## config.mk

```make
export PLATFORM = sky130hd
export DESIGN_NAME = sd_cmd_line_ctrl_flat
export DESIGN_NICKNAME = d
export VERILOG_FILES = /design/src/rtl/sd_cmd_pkg.sv /design/src/rtl/sd_cmd_line_ctrl_if.sv /design/src/rtl/sd_cmd_shifter.sv /design/src/rtl/sd_cmd_line_ctrl.sv /design/src/flat_wrapper.sv
export SDC_FILE = /design/constraint.sdc
export NUM_CORES = 1
export LEC_CHECK = 0
export BUFFER_PORTS_ARGS = -buffer_cell sky130_fd_sc_hd__buf_2
export CORE_MARGIN = 10
export CORE_UTILIZATION = 38
export CTS_BUF_LIST = sky130_fd_sc_hd__clkbuf_4
export CTS_CLUSTER_SIZE = 16
export DETAILED_ROUTE_END_ITERATION = 7
export MAX_ROUTING_LAYER = met4
export PLACE_DENSITY = 0.67
export SYNTH_ARGS = -nofsm -noshare
export SYNTH_HDL_FRONTEND = slang
export SYNTH_SLANG_ARGS = --single-unit
```

## constraint.sdc

```tcl
create_clock -name clk -period 6.45 [get_ports clk]
set_input_delay 0.645 -clock clk [delete_from_list [all_inputs] [get_ports clk]]
set_output_delay 0.645 -clock clk [all_outputs]
set_load 0.01 [all_outputs]
```

## src/rtl/sd_cmd_pkg.sv

```systemverilog
// Shared constants, response-type encodings and FSM state codes for the SD CMD-line controller.
package sd_cmd_pkg;

    localparam int CMD_BITS       = 48;
    localparam int RSP_SHORT_BITS = 48;
    localparam int RSP_LONG_BITS  = 136;

    localparam int NCR_MAX_DEF  = 64;
    localparam int NCC_DEF      = 8;
    localparam int TURN_CYC_DEF = 2;

    // Wide enough for the longest frame (136) and every timing count.
    localparam int CNT_W = 8;

    localparam logic [1:0] RSP_NONE  = 2'b00;
    localparam logic [1:0] RSP_SHORT = 2'b01;
    localparam logic [1:0] RSP_LONG  = 2'b10;

    typedef logic [2:0] state_t;

    localparam state_t ST_IDLE       = 3'd0;
    localparam state_t ST_SEND       = 3'd1;
    localparam state_t ST_TURN       = 3'd2;
    localparam state_t ST_WAIT_START = 3'd3;
    localparam state_t ST_RECV       = 3'd4;
    localparam state_t ST_GAP        = 3'd5;

    // The reserved encoding 2'b11 behaves as "no response".
    function automatic logic [1:0] norm_rsp_type(input logic [1:0] t);
        return (t == 2'b11) ? RSP_NONE : t;
    endfunction

    function automatic logic [CNT_W-1:0] rsp_len(input logic [1:0] t);
        return (t == RSP_LONG) ? CNT_W'(RSP_LONG_BITS) : CNT_W'(RSP_SHORT_BITS);
    endfunction

endpackage

```

## src/rtl/sd_cmd_line_ctrl_if.sv

```systemverilog
// Command-layer and pad-side signals of the SD CMD-line controller.
interface sd_cmd_line_ctrl_if;
    import sd_cmd_pkg::*;

    // Handshake: start is a one-cycle request that is taken only while busy=0;
    // the transaction owns the line until done pulses, and done coincides with busy=0.
    logic                     start;
    logic [CMD_BITS-1:0]      cmd_data;
    logic [1:0]               rsp_type;
    logic                     busy;
    logic                     done;
    logic                     timeout;
    logic [RSP_LONG_BITS-1:0] rsp_data;
    logic                     pad_in;
    logic                     pad_oen;
    logic                     pad_out;
    state_t                   dbg_state;

    modport master (
        output start, cmd_data, rsp_type, pad_out,
        input  busy, done, timeout, rsp_data, pad_in, pad_oen, dbg_state
    );

    modport slave (
        input  start, cmd_data, rsp_type, pad_out,
        output busy, done, timeout, rsp_data, pad_in, pad_oen, dbg_state
    );

endinterface

```

## src/rtl/sd_cmd_shifter.sv

```systemverilog
// Loadable shift register: parallel-in/serial-out for the command, serial-in/parallel-out
// for the response, with a down-counter whose last flag marks the final shift.
module sd_cmd_shifter
    import sd_cmd_pkg::*;
#(
    parameter int W        = RSP_LONG_BITS,
    parameter int SOUT_BIT = CMD_BITS - 1
) (
    input  logic             clk,
    input  logic             rst_n,
    input  logic             load,
    input  logic [W-1:0]     load_val,
    input  logic [CNT_W-1:0] load_len,
    input  logic             shift,
    input  logic             sin,
    output logic             sout,
    output logic [W-1:0]     pout,
    output logic             last
);

    logic [W-1:0]     sr;
    logic [CNT_W-1:0] cnt;

    always_ff @(posedge clk) begin
        if (!rst_n) begin
            sr  <= '0;
            cnt <= '0;
        end else if (load) begin
            sr  <= load_val;
            cnt <= load_len;
        end else if (shift) begin
            sr  <= {sr[W-2:0], sin};
            cnt <= (cnt != '0) ? cnt - CNT_W'(1) : '0;
        end
    end

    assign sout = sr[SOUT_BIT];
    assign pout = sr;
    // High while the shift about to happen is the final one of the loaded length.
    assign last = (cnt == CNT_W'(1));

endmodule

```

## src/rtl/sd_cmd_line_ctrl.sv

```systemverilog
// SD CMD-line sequencer: sends a 48-bit command, turns the line around, hunts for the
// response start bit and captures a short/long response or reports a timeout.
module sd_cmd_line_ctrl
    import sd_cmd_pkg::*;
#(
    parameter int NCR_MAX  = NCR_MAX_DEF,
    parameter int NCC      = NCC_DEF,
    parameter int TURN_CYC = TURN_CYC_DEF
) (
    input  logic              clk,
    input  logic              rst_n,
    sd_cmd_line_ctrl_if.slave bus
);

    state_t                   state;
    logic [1:0]               rtype;
    logic [CNT_W-1:0]         ctr;
    logic                     cap_pending;
    logic                     busy_r;
    logic                     done_r;
    logic                     timeout_r;
    logic [RSP_LONG_BITS-1:0] rsp_r;

    logic                     sh_load;
    logic [RSP_LONG_BITS-1:0] sh_val;
    logic [CNT_W-1:0]         sh_len;
    logic                     sh_shift;
    logic                     sh_sout;
    logic [RSP_LONG_BITS-1:0] sh_pout;
    logic                     sh_last;

    sd_cmd_shifter #(
        .W        (RSP_LONG_BITS),
        .SOUT_BIT (CMD_BITS - 1)
    ) u_shifter (
        .clk      (clk),
        .rst_n    (rst_n),
        .load     (sh_load),
        .load_val (sh_val),
        .load_len (sh_len),
        .shift    (sh_shift),
        .sin      (bus.pad_out),
        .sout     (sh_sout),
        .pout     (sh_pout),
        .last     (sh_last)
    );

    // The shifter is reloaded with zeros before the response search, so a short
    // response ends up right-aligned with the upper bits clear.
    always_comb begin
        sh_load  = 1'b0;
        sh_val   = '0;
        sh_len   = '0;
        sh_shift = 1'b0;
        case (state)
            ST_IDLE: begin
                if (bus.start) begin
                    sh_load = 1'b1;
                    sh_val  = RSP_LONG_BITS'(bus.cmd_data);
                    sh_len  = CNT_W'(CMD_BITS);
                end
            end
            ST_SEND:       sh_shift = 1'b1;
            ST_TURN: begin
                if (ctr == '0) begin
                    sh_load = 1'b1;
                    sh_len  = rsp_len(rtype);
                end
            end
            ST_WAIT_START: sh_shift = !bus.pad_out;
            ST_RECV:       sh_shift = 1'b1;
            default:       ;
        endcase
    end

    always_ff @(posedge clk) begin
        if (!rst_n) begin
            state       <= ST_IDLE;
            rtype       <= RSP_NONE;
            ctr         <= '0;
            cap_pending <= 1'b0;
            busy_r      <= 1'b0;
            done_r      <= 1'b0;
            timeout_r   <= 1'b0;
            rsp_r       <= '0;
        end else begin
            done_r <= 1'b0;
            // The final response bit lands in the shifter on the RECV exit edge; copy one edge later.
            if (cap_pending) begin
                rsp_r       <= sh_pout;
                cap_pending <= 1'b0;
            end
            case (state)
                ST_IDLE: begin
                    if (bus.start) begin
                        rtype     <= norm_rsp_type(bus.rsp_type);
                        rsp_r     <= '0;
                        timeout_r <= 1'b0;
                        busy_r    <= 1'b1;
                        state     <= ST_SEND;
                    end
                end
                ST_SEND: begin
                    if (sh_last) begin
                        if (rtype == RSP_NONE) begin
                            state <= ST_GAP;
                            ctr   <= CNT_W'(NCC - 1);
                        end else begin
                            state <= ST_TURN;
                            ctr   <= CNT_W'(TURN_CYC - 1);
                        end
                    end
                end
                ST_TURN: begin
                    if (ctr == '0) begin
                        state <= ST_WAIT_START;
                        ctr   <= CNT_W'(NCR_MAX - 1);
                    end else begin
                        ctr <= ctr - CNT_W'(1);
                    end
                end
                ST_WAIT_START: begin
                    if (!bus.pad_out) begin
                        state <= ST_RECV;
                    end else if (ctr == '0) begin
                        timeout_r <= 1'b1;
                        state     <= ST_GAP;
                        ctr       <= CNT_W'(NCC - 1);
                    end else begin
                        ctr <= ctr - CNT_W'(1);
                    end
                end
                ST_RECV: begin
                    if (sh_last) begin
                        state       <= ST_GAP;
                        ctr         <= CNT_W'(NCC - 1);
                        cap_pending <= 1'b1;
                    end
                end
                ST_GAP: begin
                    if (ctr == '0) begin
                        state  <= ST_IDLE;
                        done_r <= 1'b1;
                        busy_r <= 1'b0;
                    end else begin
                        ctr <= ctr - CNT_W'(1);
                    end
                end
                default: state <= ST_IDLE;
            endcase
        end
    end

    // Only SEND ever drives the line, so the card's response never meets contention.
    assign bus.pad_oen   = (state != ST_SEND);
    assign bus.pad_in    = (state == ST_SEND) ? sh_sout : 1'b1;
    assign bus.busy      = busy_r;
    assign bus.done      = done_r;
    assign bus.timeout   = timeout_r;
    assign bus.rsp_data  = rsp_r;
    assign bus.dbg_state = state;

endmodule

```

## src/flat_wrapper.sv

```systemverilog
// flat-port wrapper written by rule: the top's interface ports become plain ports
module sd_cmd_line_ctrl_flat import sd_cmd_pkg::*;
#(
    parameter int NCR_MAX  = NCR_MAX_DEF,
    parameter int NCC      = NCC_DEF,
    parameter int TURN_CYC = TURN_CYC_DEF
)
  (clk, rst_n, bus_start, bus_cmd_data, bus_rsp_type, bus_pad_out, bus_busy, bus_done, bus_timeout, bus_rsp_data, bus_pad_in, bus_pad_oen, bus_dbg_state);
  sd_cmd_line_ctrl_if bus_i ();
  input  logic clk;
  input  logic rst_n;
  input wire logic [$bits(bus_i.start)-1:0] bus_start;
  input wire logic [$bits(bus_i.cmd_data)-1:0] bus_cmd_data;
  input wire logic [$bits(bus_i.rsp_type)-1:0] bus_rsp_type;
  input wire logic [$bits(bus_i.pad_out)-1:0] bus_pad_out;
  output wire logic [$bits(bus_i.busy)-1:0] bus_busy;
  output wire logic [$bits(bus_i.done)-1:0] bus_done;
  output wire logic [$bits(bus_i.timeout)-1:0] bus_timeout;
  output wire logic [$bits(bus_i.rsp_data)-1:0] bus_rsp_data;
  output wire logic [$bits(bus_i.pad_in)-1:0] bus_pad_in;
  output wire logic [$bits(bus_i.pad_oen)-1:0] bus_pad_oen;
  output wire logic [$bits(bus_i.dbg_state)-1:0] bus_dbg_state;
  assign bus_i.start = bus_start;
  assign bus_i.cmd_data = bus_cmd_data;
  assign bus_i.rsp_type = bus_rsp_type;
  assign bus_i.pad_out = bus_pad_out;
  assign bus_busy = bus_i.busy;
  assign bus_done = bus_i.done;
  assign bus_timeout = bus_i.timeout;
  assign bus_rsp_data = bus_i.rsp_data;
  assign bus_pad_in = bus_i.pad_in;
  assign bus_pad_oen = bus_i.pad_oen;
  assign bus_dbg_state = bus_i.dbg_state;
  sd_cmd_line_ctrl #(.NCR_MAX(NCR_MAX), .NCC(NCC), .TURN_CYC(TURN_CYC)) u_core (.clk(clk), .rst_n(rst_n), .bus(bus_i));
endmodule
```

==> report_table.html, run 1 <==
<table>
<tr><th>Metric</th><th>Value</th></tr>
<tr><th colspan="2">Run status</th></tr>
<tr><td>Outcome</td><td>finished clean</td></tr>
<tr><th colspan="2">Floorplan</th></tr>
<tr><td>Die Width</td><td>193.3 um</td></tr>
<tr><td>Placeable Area</td><td>29640 um2</td></tr>
<tr><td>Die area</td><td>37350 um2</td></tr>
<tr><td>Count of boundary I/O pins</td><td>198</td></tr>
<tr><td>Effective utilization at floorplan</td><td>38.49%</td></tr>
<tr><td>Std cell rows</td><td>63</td></tr>
<tr><td>Die height</td><td>193.3 um</td></tr>
<tr><th colspan="2">Logic synthesis</th></tr>
<tr><td>Post-Synthesis Net Count</td><td>1365</td></tr>
<tr><td>Leading register cell type out of synthesis</td><td>sky130_fd_sc_hd__dfxtp_1</td></tr>
<tr><td>Warnings from Yosys</td><td>0</td></tr>
<tr><td>Post-synth EDFFs</td><td>0</td></tr>
<tr><td>Cell Area, Synth</td><td>11410 um2</td></tr>
<tr><td>Distinct cells, synth</td><td>45</td></tr>
<tr><td>Fraction of registers with async set/reset</td><td>0%</td></tr>
<tr><td>Area share of the largest cell type after synthesis</td><td>52.12%</td></tr>
<tr><td>Seq/Total Area, Yosys</td><td>52.12%</td></tr>
<tr><td>Post-synthesis cell type with the largest combined area</td><td>sky130_fd_sc_hd__dfxtp_1</td></tr>
<tr><td>Post-Synthesis Mean Instance Area</td><td>8.728 um2</td></tr>
<tr><td>Number of storage elements in the synthesis netlist</td><td>297</td></tr>
<tr><td>Top area cells in the synthesized netlist</td><td>sky130_fd_sc_hd__dfxtp_1 (52%), sky130_fd_sc_hd__mux2i_1 (12%), sky130_fd_sc_hd__nor3_1 (8.1%), sky130_fd_sc_hd__nor2_1 (7.9%), sky130_fd_sc_hd__o21ai_0 (4.7%)</td></tr>
<tr><td>Number of instances in the synthesized netlist</td><td>1307</td></tr>
<tr><th colspan="2">Critical path</th></tr>
<tr><td>List of cells traversed by the critical path</td><td>or4b_2, o31ai_4, buf_4, a31oi_1, a41oi_1, o22ai_1</td></tr>
<tr><td>Arrival time of the worst setup path</td><td>3.77 ns</td></tr>
<tr><td>Worst path max stage delay</td><td>0.94 ns</td></tr>
<tr><td>Sort of element at the start of the critical path</td><td>flop</td></tr>
<tr><td>Start-to-end type of the worst setup path</td><td>reg -&gt; reg</td></tr>
<tr><td>Critical Path End Type</td><td>flop</td></tr>
<tr><td>Start of the worst register-to-register path</td><td>u_core.bus.dbg_state[2]</td></tr>
<tr><td>Critical path data required time</td><td>7.00 ns</td></tr>
<tr><td>Worst reg2reg path depth</td><td>6</td></tr>
<tr><td>Highest net fanout along the worst path</td><td>90</td></tr>
<tr><td>Critical path's slowest cell</td><td>sky130_fd_sc_hd__or4b_2</td></tr>
<tr><td>Register-to-register path setup slack</td><td>3.23 ns</td></tr>
<tr><td>R2r endpoint</td><td>u_core.u_shifter.cnt[3]</td></tr>
<tr><th colspan="2">Timing</th></tr>
<tr><td>Final-report hold violation count</td><td>0</td></tr>
<tr><td>Aggregate negative setup slack</td><td>0 ns</td></tr>
<tr><td>Number of setup violations in the final report</td><td>0</td></tr>
<tr><td>Shortest clock period the worst path allows after layout</td><td>3.217 ns</td></tr>
<tr><td>Slew at the pin closest to its max-slew limit</td><td>1.099 ns</td></tr>
<tr><td>Max-slew violations</td><td>0</td></tr>
<tr><td>Period utilization</td><td>49.88%</td></tr>
<tr><td>Slew Limit Headroom</td><td>26.72%</td></tr>
<tr><td>Unrepaired setup endpoints after global routing</td><td>no</td></tr>
<tr><td>Setup Skew</td><td>0.07801 ns</td></tr>
<tr><td>Max Clk Rate</td><td>310.8 MHz</td></tr>
<tr><th colspan="2">Drt</th></tr>
<tr><td>Number of antenna-violating nets in the routed design</td><td>0</td></tr>
<tr><td>Uppermost signal routing layer after detailed routing</td><td>met4</td></tr>
<tr><td>Routed wire per std cell</td><td>15.66 um</td></tr>
<tr><td>Final Routed Wirelength</td><td>30.23 mm</td></tr>
<tr><td>Routed wl met3</td><td>2.077 mm</td></tr>
<tr><td>Metal2 WL</td><td>13.71 mm</td></tr>
<tr><td>Per-cell via count in the routed design</td><td>5.132</td></tr>
<tr><td>Detailed-routing iteration count for the pre-antenna-repair pass</td><td>5</td></tr>
<tr><td>DRC violations left</td><td>0</td></tr>
<tr><td>Met1 wire length</td><td>13.92 mm</td></tr>
<tr><td>Vias post-DR</td><td>9909</td></tr>
<tr><td>DR iter-0 viols</td><td>583</td></tr>
<tr><th colspan="2">Layout</th></tr>
<tr><td>Summed area of non-filler cells in the final layout</td><td>13540 um2</td></tr>
<tr><td>Multi-input gate area</td><td>5062 um2</td></tr>
<tr><td>Commonest non-fill, non-tap cell in the layout</td><td>sky130_fd_sc_hd__dfxtp_1</td></tr>
<tr><td>Layout overhead on the synthesized area</td><td>18.73%</td></tr>
<tr><td>Layout Cells excl Fill</td><td>1931</td></tr>
<tr><td>Share of post-route cells with drive strength above 1</td><td>22.03%</td></tr>
<tr><td>Filler cell count in the final layout</td><td>2936</td></tr>
<tr><td>Commonest non-fill, non-tap cells in the layout</td><td>sky130_fd_sc_hd__dfxtp_1 (296), sky130_fd_sc_hd__nor2_1 (239), sky130_fd_sc_hd__buf_2 (197), sky130_fd_sc_hd__nor3_1 (184), sky130_fd_sc_hd__mux2i_1 (136)</td></tr>
<tr><td>Total area of sequential cells</td><td>5949 um2</td></tr>
<tr><td>Nets@finish</td><td>1552</td></tr>
<tr><th colspan="2">Clock tree</th></tr>
<tr><td>Number of buffers inserted by hold repair at cts</td><td>0</td></tr>
<tr><td>Post-CTS setup buffer count</td><td>0</td></tr>
<tr><td>Clock slew at reported path FFs</td><td>0.07 ns</td></tr>
<tr><td>Clock tree from TritonCTS</td><td>built</td></tr>
<tr><td>Skew-Pair Late Insertion Delay</td><td>0.70 ns</td></tr>
<tr><td>Clock sinks</td><td>297</td></tr>
<tr><td>Number of CTS-inserted buffers</td><td>80</td></tr>
<tr><td>H-tree depth reported by CTS</td><td>3</td></tr>
<tr><td>Quantity of gates resized following cts</td><td>0</td></tr>
<tr><td>Root Buffer Master</td><td>sky130_fd_sc_hd__clkbuf_4</td></tr>
<tr><td>Max Buffers Root-to-Sink</td><td>3</td></tr>
<tr><th colspan="2">Placed design</th></tr>
<tr><td>Total half-perimeter wirelength after legalization and detailed placement</td><td>18.56 mm</td></tr>
<tr><td>DP Cell Count</td><td>1802</td></tr>
<tr><td>Buffers added on ports</td><td>197</td></tr>
<tr><td>Cell Area, Placed</td><td>12610 um2</td></tr>
<tr><td>Final weighted congestion in routability-driven placement</td><td>0.8457</td></tr>
<tr><th colspan="2">Pwr</th></tr>
<tr><td>Power Internal</td><td>3.393 mW</td></tr>
<tr><td>Total net switching power</td><td>1.797 mW</td></tr>
<tr><td>Worst VDD drop</td><td>0.0002611 V</td></tr>
<tr><td>Part of the total power dissipated in the clock network</td><td>30.3%</td></tr>
<tr><td>Lkg Pwr</td><td>5.426 nW</td></tr>
<tr><td>Switching share of power</td><td>34.62%</td></tr>
<tr><td>Power share of the combinational group</td><td>24.3%</td></tr>
<tr><td>Sequential Power Share</td><td>45.4%</td></tr>
<tr><td>Power per cell area</td><td>383.1 nW/um2</td></tr>
<tr><th colspan="2">Hold path</th></tr>
<tr><td>Min-Delay Path Class</td><td>in -&gt; reg</td></tr>
<tr><td>Hold endpoint</td><td>u_core.u_shifter.pout[41]</td></tr>
<tr><td>Cells on Worst Hold Path</td><td>3</td></tr>
<tr><td>Hold wc startpoint</td><td>bus_cmd_data[41]</td></tr>
<tr><th colspan="2">Global route</th></tr>
<tr><td>Total gr overflow</td><td>0</td></tr>
<tr><td>Via count of the first global-routing pass</td><td>9925</td></tr>
<tr><td>Tot GR Track Use</td><td>16.05%</td></tr>
<tr><td>Antenna violations before repair</td><td>2</td></tr>
<tr><td>Maximum number of pins on one net before global-route repair</td><td>99</td></tr>
<tr><td>First-pass GRT wire length</td><td>50.45 mm</td></tr>
<tr><th colspan="2">Run</th></tr>
<tr><td>Max Cap Viol</td><td>0</td></tr>
</table>
[final cells by class]
| class | instances | share of cell area [%] |
|---|---|---|
| Sequential cell | 297 | 43.93 |
| Multi-Input combinational cell | 899 | 37.38 |
| Timing Repair Buffer | 207 | 7.926 |
| Clock buffer | 112 | 6.208 |
| Tap cell | 390 | 3.603 |
| Clock inverter | 15 | 0.6744 |
| Inverter | 9 | 0.2494 |
| Antenna cell | 2 | 0.03695 |
[worst max path at each step]
stage	start	cells after the start	slack [ns]	end
floorplan	bus_start	6	4.28	u_core.u_shifter.pout[115]
global placement	bus_start	7	3.18	u_core.u_shifter.cnt[3]
detailed placement	bus_start	7	3.17	u_core.u_shifter.cnt[3]
CTS	u_core.bus.dbg_state[2]	4	3.19	u_core.bus.rsp_data[113]
global route	u_core.bus.dbg_state[2]	4	2.98	u_core.bus.rsp_data[113]
finish	u_core.bus.dbg_state[2]	6	3.23	u_core.u_shifter.cnt[3]
[synthesized netlist by cell type (2+ instances only)]
cell,count
sky130_fd_sc_hd__dfxtp_1,297
sky130_fd_sc_hd__nor2_1,239
sky130_fd_sc_hd__nor3_1,184
sky130_fd_sc_hd__mux2i_1,136
sky130_fd_sc_hd__o21ai_0,106
sky130_fd_sc_hd__nand2_1,80
sky130_fd_sc_hd__clkbuf_1,74
sky130_fd_sc_hd__a21oi_1,71
sky130_fd_sc_hd__buf_2,22
sky130_fd_sc_hd__inv_1,8
sky130_fd_sc_hd__nand3_1,8
sky130_fd_sc_hd__nand2b_1,7
sky130_fd_sc_hd__a31oi_1,6
sky130_fd_sc_hd__nand3b_1,5
sky130_fd_sc_hd__nor3b_1,5
sky130_fd_sc_hd__o22ai_1,5
sky130_fd_sc_hd__or3_1,5
sky130_fd_sc_hd__ha_1,4
sky130_fd_sc_hd__nor2b_1,4
sky130_fd_sc_hd__a211oi_1,3
sky130_fd_sc_hd__buf_1,3
sky130_fd_sc_hd__buf_4,3
sky130_fd_sc_hd__nor4_1,3
sky130_fd_sc_hd__o211ai_1,3
sky130_fd_sc_hd__nand4_1,2
sky130_fd_sc_hd__nor4b_2,2
sky130_fd_sc_hd__o21a_1,2
sky130_fd_sc_hd__o311a_1,2
sky130_fd_sc_hd__o32ai_1,2
[kinds of logic after synthesis]
| family | Yosys count | share of synthesized area [%] |
|---|---|---|
| AOI/OAI and AO/OA | 209 | 10.04 |
| adders and majority gates | 4 | 0.4388 |
| buffers and inverters | 111 | 3.993 |
| DFF | 297 | 52.12 |
| muxes | 136 | 11.93 |
| and+or+nand+nor | 550 | 21.48 |
[critical path: cells and delay by family (launching register included)]
family                 cells  cell delay, ns
and+or+nand+nor            1            0.94
DFF                        1            0.54
buffers and inverters      1            0.73
AOI/OAI and AO/OA          4            0.86
[per-stage QoR]
| stage | setup slack, ns | hold slack (ns) | power, mW | util [%] |
|---|---|---|---|---|
| after floorplan | 4.282 | 0.4376 | 3.316 | - |
| after detailed placement | 3.174 | 0.4743 | 3.650 | 42.54 |
| after global placement | 3.184 | 0.4538 | 3.626 | 42.54 |
| after global routing | 2.984 | 0.1369 | 5.572 | 45.70 |
| after CTS | 3.185 | 0.1226 | 5.256 | 45.68 |
| final | 3.233 | 0.1912 | 5.189 | 45.70 |
[power groups by stage]
stage                     Clock [mW]  Sequential, mW  Combinational (mW)
final                           1.57            2.36                1.26
after detailed placement           0            2.39                1.26
after global routing            1.74            2.40                1.43
after CTS                       1.64            2.35                1.27
after floorplan                    0            2.31                1.01
after global placement             0            2.38                1.24
[state kept, by name, indices dropped and copies added, names as in the netlist]
name / count
u_core.bus.rsp_data: 136
u_core.u_shifter.pout: 136
u_core.rtype: 2
u_core.u_shifter.cnt: 8
u_core.bus.done: 1
u_core.bus.dbg_state: 3
u_core.bus.busy: 1
u_core.cap_pending: 1
u_core.ctr: 8
u_core.bus.timeout: 1
[routing by layer]
metal  up-vias  track usage, %
met5         -               -
met4         0           5.293
met3        51           4.530
met2       340           24.59
met1      4599           19.98
li1       4919               -
(Power assumes the default switching activity.)
==> inputs of run 2 (changes only) <==
--- a/config.mk
+++ b/config.mk
@@ -5,6 +5,7 @@
 export SDC_FILE = /design/constraint.sdc
 export NUM_CORES = 1
 export LEC_CHECK = 0
+export ABC_AREA = 1
 export BUFFER_PORTS_ARGS = -buffer_cell sky130_fd_sc_hd__buf_2
 export CORE_MARGIN = 10
 export CORE_UTILIZATION = 38
==> constraint.sdc (replaced) <==
create_clock -name clk -period 3.15 [get_ports clk]
set_input_delay 0.315 -clock clk [delete_from_list [all_inputs] [get_ports clk]]
set_output_delay 0.315 -clock clk [all_outputs]
set_load 0.01 [all_outputs]
==> run 2 against run 1 <==
Net effect:
- critical endpoint is now u_core.u_shifter.pout[113]
- area after synthesis grew 0.57%
- count of clock-buffer cells in the layout grew 5
- register-to-register slack lost 2.5 ns
- sequential power grew 100%
- largest power group unchanged
- clock power grew 110%
- die area grew 0.51%
==> report_table.html, run 2 <==
<table>
<tr><th>Metric</th><th>Value</th></tr>
<tr><th colspan="2">Timing</th></tr>
<tr><td>Number of setup violations in the final report</td><td>0</td></tr>
<tr><td>Unrepaired setup endpoints after global routing</td><td>no</td></tr>
<tr><td>Min Hold Slack</td><td>0.1105 ns</td></tr>
<tr><td>Final-report hold violation count</td><td>0</td></tr>
<tr><td>Setup Skew</td><td>0.03545 ns</td></tr>
<tr><td>Period utilization</td><td>77.91%</td></tr>
<tr><td>Worst setup margin</td><td>0.6958 ns</td></tr>
<tr><td>Slew Limit Headroom</td><td>42.02%</td></tr>
<tr><td>Max-slew violations</td><td>0</td></tr>
<tr><td>Slew at the pin closest to its max-slew limit</td><td>0.8684 ns</td></tr>
<tr><td>Max Clk Rate</td><td>407.5 MHz</td></tr>
<tr><td>Aggregate negative setup slack</td><td>0 ns</td></tr>
<tr><td>Shortest clock period the worst path allows after layout</td><td>2.454 ns</td></tr>
<tr><th colspan="2">Critical path</th></tr>
<tr><td>Arrival time of the worst setup path</td><td>3.02 ns</td></tr>
<tr><td>Critical path data required time</td><td>3.71 ns</td></tr>
<tr><td>Critical Path End Type</td><td>flop</td></tr>
<tr><td>Worst path bufs/invs</td><td>2</td></tr>
<tr><td>Highest net fanout along the worst path</td><td>88</td></tr>
<tr><td>Start-to-end type of the worst setup path</td><td>reg -&gt; reg</td></tr>
<tr><td>Critical path's top delay family</td><td>buffers and inverters</td></tr>
<tr><td>List of cells traversed by the critical path</td><td>nor2_1, nand2_1, nand3_4, inv_2, buf_4, o21ai_0, a21oi_1</td></tr>
<tr><td>Critical path's slowest cell</td><td>sky130_fd_sc_hd__buf_4</td></tr>
<tr><td>Worst path max stage delay</td><td>0.62 ns</td></tr>
<tr><td>Sort of element at the start of the critical path</td><td>flop</td></tr>
<tr><th colspan="2">Drt</th></tr>
<tr><td>Detailed-routing iteration count for the pre-antenna-repair pass</td><td>5</td></tr>
<tr><td>Routed wire per std cell</td><td>14.85 um</td></tr>
<tr><td>Number of antenna-violating nets in the routed design</td><td>0</td></tr>
<tr><td>DRC violations left</td><td>0</td></tr>
<tr><td>DR iter-0 viols</td><td>644</td></tr>
<tr><td>Per-cell via count in the routed design</td><td>4.853</td></tr>
<tr><td>Final Routed Wirelength</td><td>31.84 mm</td></tr>
<tr><td>Vias post-DR</td><td>10400</td></tr>
<tr><th colspan="2">Logic synthesis</th></tr>
<tr><td>Most frequent cell after synthesis</td><td>sky130_fd_sc_hd__dfxtp_1</td></tr>
<tr><td>Post-synthesis cell type with the largest combined area</td><td>sky130_fd_sc_hd__dfxtp_1</td></tr>
<tr><td>Fraction of registers with async set/reset</td><td>0%</td></tr>
<tr><td>Number of storage elements in the synthesis netlist</td><td>297</td></tr>
<tr><td>Leading register cell type out of synthesis</td><td>sky130_fd_sc_hd__dfxtp_1</td></tr>
<tr><td>Distinct cells, synth</td><td>32</td></tr>
<tr><td>Post-synth EDFFs</td><td>0</td></tr>
<tr><td>Seq/Total Area, Yosys</td><td>51.83%</td></tr>
<tr><td>Warnings from Yosys</td><td>0</td></tr>
<tr><td>Top area cells in the synthesized netlist</td><td>sky130_fd_sc_hd__dfxtp_1 (52%), sky130_fd_sc_hd__nor2_1 (9.0%), sky130_fd_sc_hd__a211oi_1 (8.9%), sky130_fd_sc_hd__a21oi_1 (6.2%), sky130_fd_sc_hd__o21ai_0 (5.3%)</td></tr>
<tr><td>Post-Synthesis Mean Instance Area</td><td>7.906 um2</td></tr>
<tr><td>Area share of the largest cell type after synthesis</td><td>51.83%</td></tr>
<tr><td>Post-Synthesis Net Count</td><td>1509</td></tr>
<tr><td>Top cells by count, synth</td><td>sky130_fd_sc_hd__dfxtp_1 (297), sky130_fd_sc_hd__nor2_1 (275), sky130_fd_sc_hd__inv_1 (157), sky130_fd_sc_hd__a21oi_1 (141), sky130_fd_sc_hd__a211oi_1 (136)</td></tr>
<tr><td>Number of instances in the synthesized netlist</td><td>1451</td></tr>
<tr><td>Cell Area, Synth</td><td>11470 um2</td></tr>
<tr><th colspan="2">Global route</th></tr>
<tr><td>First-pass GRT wire length</td><td>53.08 mm</td></tr>
<tr><td>Via count of the first global-routing pass</td><td>10550</td></tr>
<tr><td>Tot GR Track Use</td><td>16.93%</td></tr>
<tr><td>Antenna violations before repair</td><td>3</td></tr>
<tr><td>Total gr overflow</td><td>0</td></tr>
<tr><td>Maximum number of pins on one net before global-route repair</td><td>89</td></tr>
<tr><th colspan="2">Clock tree</th></tr>
<tr><td>Clock slew at reported path FFs</td><td>0.06 ns</td></tr>
<tr><td>Root Buffer Master</td><td>sky130_fd_sc_hd__clkbuf_4</td></tr>
<tr><td>Number of CTS-inserted buffers</td><td>81</td></tr>
<tr><td>Clock sinks</td><td>297</td></tr>
<tr><td>Post-CTS setup buffer count</td><td>0</td></tr>
<tr><td>H-tree depth reported by CTS</td><td>3</td></tr>
<tr><td>Skew-Pair Late Insertion Delay</td><td>0.66 ns</td></tr>
<tr><td>Clock tree from TritonCTS</td><td>built</td></tr>
<tr><td>Max Buffers Root-to-Sink</td><td>3</td></tr>
<tr><th colspan="2">Hold path</th></tr>
<tr><td>Min-Delay Path Class</td><td>in -&gt; reg</td></tr>
<tr><th colspan="2">Layout</th></tr>
<tr><td>Layout overhead on the synthesized area</td><td>23.57%</td></tr>
<tr><td>Summed area of non-filler cells in the final layout</td><td>14180 um2</td></tr>
<tr><td>Total area of sequential cells</td><td>5949 um2</td></tr>
<tr><td>Nets@finish</td><td>1755</td></tr>
<tr><td>Commonest non-fill, non-tap cell in the layout</td><td>sky130_fd_sc_hd__dfxtp_1</td></tr>
<tr><td>Commonest non-fill, non-tap cells in the layout</td><td>sky130_fd_sc_hd__dfxtp_1 (296), sky130_fd_sc_hd__nor2_1 (275), sky130_fd_sc_hd__buf_2 (197), sky130_fd_sc_hd__inv_1 (157), sky130_fd_sc_hd__a21oi_1 (141)</td></tr>
<tr><td>Multi-input gate area</td><td>4434 um2</td></tr>
<tr><td>Share of post-route cells with drive strength above 1</td><td>20.79%</td></tr>
<tr><td>Final core occ</td><td>47.70%</td></tr>
<tr><td>Filler cell count in the final layout</td><td>2905</td></tr>
<tr><th colspan="2">Placed design</th></tr>
<tr><td>Dpl ws</td><td>0.7277 ns</td></tr>
<tr><td>Total half-perimeter wirelength after legalization and detailed placement</td><td>20.51 mm</td></tr>
<tr><td>Cell Area, Placed</td><td>12650 um2</td></tr>
<tr><td>Buffers added on ports</td><td>197</td></tr>
<tr><td>Final weighted congestion in routability-driven placement</td><td>0.8812</td></tr>
<tr><th colspan="2">Floorplan</th></tr>
<tr><td>Count of boundary I/O pins</td><td>198</td></tr>
<tr><td>Die area</td><td>37540 um2</td></tr>
<tr><td>Die height</td><td>193.8 um</td></tr>
<tr><td>Effective utilization at floorplan</td><td>38.60%</td></tr>
<tr><td>Std cell rows</td><td>63</td></tr>
<tr><td>Die Width</td><td>193.8 um</td></tr>
<tr><td>Placeable Area</td><td>29720 um2</td></tr>
<tr><th colspan="2">Pwr</th></tr>
<tr><td>Power per cell area</td><td>886.4 nW/um2</td></tr>
<tr><td>Lkg Pwr</td><td>5.913 nW</td></tr>
<tr><td>Worst VDD drop</td><td>0.0005344 V</td></tr>
<tr><th colspan="2">Run</th></tr>
<tr><td>Max Cap Viol</td><td>0</td></tr>
<tr><th colspan="2">Run status</th></tr>
<tr><td>Outcome</td><td>finished clean</td></tr>
</table>
run 2: cell types whose count changed after synthesis, moves of 54 or more:
cell and delta:
sky130_fd_sc_hd__a211oi_1 +133, sky130_fd_sc_hd__a21oi_1 +70, sky130_fd_sc_hd__inv_1 +149, sky130_fd_sc_hd__mux2i_1 -136, sky130_fd_sc_hd__nor3_1 -181, sky130_fd_sc_hd__o21ai_1 +54
run 2: final cells by class:
cell class	count	share of cell area [%]
clock buffers	117	6.196
repair buffers	264	11.77
diodes	3	0.05296
multi-input cells	886	31.28
inverters	167	4.422
clock inverters	20	0.8650
well taps	390	3.442
flip-flops and latches	297	41.97
run 2: worst paths after layout:
kind         cells past startpoint  slack [ns]                    endpoint                 startpoint
max reg2reg                      7        0.70  u_core.u_shifter.pout[113]    u_core.bus.dbg_state[1]
min                              3        0.11               u_core.ctr[6]                      rst_n
min reg2reg                      2        0.45     u_core.bus.rsp_data[58]  u_core.u_shifter.pout[58]
max                              7        0.70  u_core.u_shifter.pout[113]    u_core.bus.dbg_state[1]
run 2: metrics by stage:
stage | total power, mW | std cells
5_1_grt | 13.68 | 2144
4_1_cts | 12.74 | 2141
3_5_place_dp | 9.227 | 1952
3_3_place_gp | 9.152 | 1952
2_1_floorplan | 8.253 | 1451
6_report | 12.57 | 2144
run 2: kinds of logic after synthesis:
family                     share of synthesized area (%)
AOI/OAI and AO/OA                                  23.01
xor gates and xnor gates                          0.4581
adders and majority gates                         0.4363
buffers and inverters                              9.565
DFF                                                51.83
and+or+nand+nor                                    14.70
run 2: tightest hold or removal path, stage by stage:
cell                      delay (ns)
sky130_fd_sc_hd__buf_2          0.25
sky130_fd_sc_hd__nand2_1        0.12
sky130_fd_sc_hd__nor2_1         0.03
run 2: layer usage:
metal,wire length [um],vias up,track usage [%]
met3,1696,43,4.115
met4,616,0,6.237
li1,-,5319,-
met1,15130,4788,21.12
met5,0,-,-
met2,14400,254,26.08
run 2: where the power goes:
part	total, mW	switching [mW]	internal [mW]
combinational	4.40	3.01	1.39
sequential	4.81	0.367	4.44
clock	3.36	1.57	1.79
total	12.6	4.95	7.62
run 2: what timing repair did:
item / 4_1_cts / 5_1_grt
hold buffers: 52 / 0
resized for setup: 0 / 0
endpoints found under the hold margin: 51 / 0
==> inputs of run 3 (changes only) <==
==> constraint.sdc (replaced) <==
create_clock -name clk -period 2.46 [get_ports clk]
set_input_delay 0.246 -clock clk [delete_from_list [all_inputs] [get_ports clk]]
set_output_delay 0.246 -clock clk [all_outputs]
set_load 0.01 [all_outputs]
==> run 3 against run 2 <==
Net effect:
- sequential power rose by 28%
- clock skew rose by 0.013 ns
- highest routed layer unchanged
- count of clock-buffer cells in the layout did not move
- routed wire length fell by 0.15%
- cell area rose by 1.3%
- total power rose by 30%
- setup slack got worse by 0.51 ns
- final cell count rose by 0.42%
- critical path depth rose by 4
- via count rose by 0.51%
- critical endpoint is now u_core.u_shifter.pout[0]
- global-route usage fell by 0.17 points
==> report_table.html, run 3 (synthesis results as in run 2) <==
<table>
<tr><th>Metric</th><th>Value</th></tr>
<tr><th colspan="2">Global route</th></tr>
<tr><td>First-pass GRT wire length</td><td>52.20 mm</td></tr>
<tr><td>Maximum number of pins on one net before global-route repair</td><td>89</td></tr>
<tr><td>Tot GR Track Use</td><td>16.76%</td></tr>
<tr><td>Total gr overflow</td><td>0</td></tr>
<tr><td>Antenna violations before repair</td><td>3</td></tr>
<tr><td>Via count of the first global-routing pass</td><td>10300</td></tr>
<tr><th colspan="2">Drt</th></tr>
<tr><td>Detailed-routing iteration count for the pre-antenna-repair pass</td><td>5</td></tr>
<tr><td>Number of antenna-violating nets in the routed design</td><td>0</td></tr>
<tr><td>DR iter-0 viols</td><td>538</td></tr>
<tr><td>DRC violations left</td><td>0</td></tr>
<tr><td>Final Routed Wirelength</td><td>31.79 mm</td></tr>
<tr><td>Vias post-DR</td><td>10460</td></tr>
<tr><td>Per-cell via count in the routed design</td><td>4.857</td></tr>
<tr><td>Routed wire per std cell</td><td>14.77 um</td></tr>
<tr><th colspan="2">Pwr</th></tr>
<tr><td>Lkg Pwr</td><td>5.986 nW</td></tr>
<tr><td>Worst VDD drop</td><td>0.0007477 V</td></tr>
<tr><td>Power per cell area</td><td>1139 nW/um2</td></tr>
<tr><td>Total Power Consumption</td><td>16.36 mW</td></tr>
<tr><th colspan="2">Clock tree</th></tr>
<tr><td>Clock sinks</td><td>297</td></tr>
<tr><td>Clock slew at reported path FFs</td><td>0.06 ns</td></tr>
<tr><td>Skew-Pair Late Insertion Delay</td><td>0.71 ns</td></tr>
<tr><td>Clock tree from TritonCTS</td><td>built</td></tr>
<tr><td>Max Buffers Root-to-Sink</td><td>3</td></tr>
<tr><td>Post-CTS setup buffer count</td><td>0</td></tr>
<tr><td>Root Buffer Master</td><td>sky130_fd_sc_hd__clkbuf_4</td></tr>
<tr><td>Number of CTS-inserted buffers</td><td>80</td></tr>
<tr><td>H-tree depth reported by CTS</td><td>3</td></tr>
<tr><th colspan="2">Critical path</th></tr>
<tr><td>Highest net fanout along the worst path</td><td>27</td></tr>
<tr><td>Arrival time of the worst setup path</td><td>2.85 ns</td></tr>
<tr><td>R2r endpoint</td><td>u_core.u_shifter.pout[0]</td></tr>
<tr><td>Sort of element at the start of the critical path</td><td>flop</td></tr>
<tr><td>Start of the worst register-to-register path</td><td>u_core.ctr[0]</td></tr>
<tr><td>Start-to-end type of the worst setup path</td><td>reg -&gt; reg</td></tr>
<tr><td>Register-to-register path setup slack</td><td>0.18 ns</td></tr>
<tr><td>Worst reg2reg path depth</td><td>11</td></tr>
<tr><td>Critical path data required time</td><td>3.03 ns</td></tr>
<tr><td>Critical Path End Type</td><td>flop</td></tr>
<tr><th colspan="2">Timing</th></tr>
<tr><td>Slew Limit Headroom</td><td>68.09%</td></tr>
<tr><td>Slew at the pin closest to its max-slew limit</td><td>0.4787 ns</td></tr>
<tr><td>Period utilization</td><td>92.53%</td></tr>
<tr><td>Number of setup violations in the final report</td><td>0</td></tr>
<tr><td>Final-report hold violation count</td><td>0</td></tr>
<tr><td>Shortest clock period the worst path allows after layout</td><td>2.276 ns</td></tr>
<tr><td>Min Hold Slack</td><td>0.3367 ns</td></tr>
<tr><td>Max Clk Rate</td><td>439.3 MHz</td></tr>
<tr><td>Setup Skew</td><td>0.04872 ns</td></tr>
<tr><td>Max-slew violations</td><td>0</td></tr>
<tr><th colspan="2">Floorplan</th></tr>
<tr><td>Effective utilization at floorplan</td><td>38.60%</td></tr>
<tr><td>Die area</td><td>37540 um2</td></tr>
<tr><td>Die Width</td><td>193.8 um</td></tr>
<tr><td>Count of boundary I/O pins</td><td>198</td></tr>
<tr><td>Die height</td><td>193.8 um</td></tr>
<tr><td>Std cell rows</td><td>63</td></tr>
<tr><td>Placeable Area</td><td>29720 um2</td></tr>
<tr><th colspan="2">Run</th></tr>
<tr><td>Max Cap Viol</td><td>0</td></tr>
<tr><th colspan="2">Hold path</th></tr>
<tr><td>Hold wc startpoint</td><td>bus_cmd_data[37]</td></tr>
<tr><td>Hold endpoint</td><td>u_core.u_shifter.pout[37]</td></tr>
<tr><td>Min-Delay Path Class</td><td>in -&gt; reg</td></tr>
<tr><td>Cells on Worst Hold Path</td><td>4</td></tr>
<tr><th colspan="2">Layout</th></tr>
<tr><td>Share of post-route cells with drive strength above 1</td><td>21.09%</td></tr>
<tr><td>Layout overhead on the synthesized area</td><td>25.23%</td></tr>
<tr><td>Commonest non-fill, non-tap cells in the layout</td><td>sky130_fd_sc_hd__dfxtp_1 (296), sky130_fd_sc_hd__nor2_1 (275), sky130_fd_sc_hd__buf_2 (197), sky130_fd_sc_hd__inv_1 (157), sky130_fd_sc_hd__a21oi_1 (141)</td></tr>
<tr><td>Layout Cells excl Fill</td><td>2153</td></tr>
<tr><td>Nets@finish</td><td>1764</td></tr>
<tr><td>Summed area of non-filler cells in the final layout</td><td>14370 um2</td></tr>
<tr><td>Commonest non-fill, non-tap cell in the layout</td><td>sky130_fd_sc_hd__dfxtp_1</td></tr>
<tr><th colspan="2">Placed design</th></tr>
<tr><td>Total half-perimeter wirelength after legalization and detailed placement</td><td>20.59 mm</td></tr>
<tr><td>DP Cell Count</td><td>1958</td></tr>
<tr><td>Cell Area, Placed</td><td>12780 um2</td></tr>
<tr><td>Buffers added on ports</td><td>197</td></tr>
<tr><td>Final weighted congestion in routability-driven placement</td><td>0.8577</td></tr>
<tr><th colspan="2">Run status</th></tr>
<tr><td>Outcome</td><td>finished clean</td></tr>
</table>
-- run 3: cell types whose count changed in the layout (fill, tap and decap cells not counted) --
cell and change:
sky130_fd_sc_hd__buf_12 +8, sky130_fd_sc_hd__buf_4 -2, sky130_fd_sc_hd__clkinv_1 -2, sky130_fd_sc_hd__diode_2 +1, sky130_fd_sc_hd__dlygate4sd3_1 +4, sky130_fd_sc_hd__nand2_2 -1
sky130_fd_sc_hd__nand2_4 +1, sky130_fd_sc_hd__nand3_1 -1, sky130_fd_sc_hd__nand3_2 +1
-- run 3: layout make-up --
cell class	instances	area, um2
Inverter	167	626.9
Sequential cell	297	5949
Fill cell	2859	15350
Clock buffer	117	878.3
Clock inverter	18	115.1
Multi-Input combinational cell	886	4444
Tap cell	390	488.0
Antenna cell	4	10.01
Timing Repair Buffer	274	1854
-- run 3: timing repair --
action,in CTS,in global routing
hold buffers,56,0
resized for setup,0,5
hold endpoints to repair,58,0
setup endpoints to repair,0,1
-- run 3: metal layers --
metal  part of all wire (%)  global-route usage [%]
met5                      0                       -
met4                    1.9                   5.837
met3                    6.5                   4.564
met2                     45                   25.55
met1                     47                   20.96
-- run 3: how the worst max path moves through the flow --
stage,from,to,slack [ns],cells after the start
final,u_core.ctr[0],u_core.u_shifter.pout[0],0.18,11
after floorplan,u_core.ctr[0],u_core.u_shifter.pout[115],0.66,11
after CTS,u_core.ctr[0],u_core.u_shifter.pout[0],0.04,11
after global routing,u_core.ctr[0],u_core.u_shifter.pout[0],-0.004,11
after detailed placement,u_core.bus.dbg_state[1],u_core.u_shifter.pout[73],0.37,7
after global placement,u_core.bus.dbg_state[1],u_core.u_shifter.pout[71],0.43,7
-- run 3: stage by stage --
step                setup TNS [ns]  worst slack (ns)  utilization (%)
finish                           0            0.1838            48.34
global placement                 0            0.4259            43.00
floorplan                        0            0.6617                -
CTS                              0           0.04348            48.23
global route             -0.004216         -0.004216            48.33
detailed placement               0            0.3664            43.00
-- run 3: worst max-delay path, stage by stage, from the launching register on --
cell                            delay, ns
sky130_fd_sc_hd__dfxtp_1             0.31
sky130_fd_sc_hd__inv_1               0.14
sky130_fd_sc_hd__ha_1                0.21
sky130_fd_sc_hd__nand2_1             0.07
sky130_fd_sc_hd__nor2_1              0.19
sky130_fd_sc_hd__nand3_2             0.14
sky130_fd_sc_hd__nand2_4             0.13
sky130_fd_sc_hd__buf_12              0.18
sky130_fd_sc_hd__o21ai_0             0.09
sky130_fd_sc_hd__dlygate4sd3_1       0.56
sky130_fd_sc_hd__nor2_1              0.09
sky130_fd_sc_hd__nor2_1              0.05
-- run 3: report_power, final --
group | internal [mW] | total [mW] | leakage (nW) | switching [mW]
combinational | 2.00 | 5.93 | 2.97 | 3.93
clock | 2.28 | 4.29 | 0.591 | 2.01
sequential | 5.68 | 6.15 | 2.42 | 0.462
total | 9.96 | 16.4 | 5.99 | 6.40
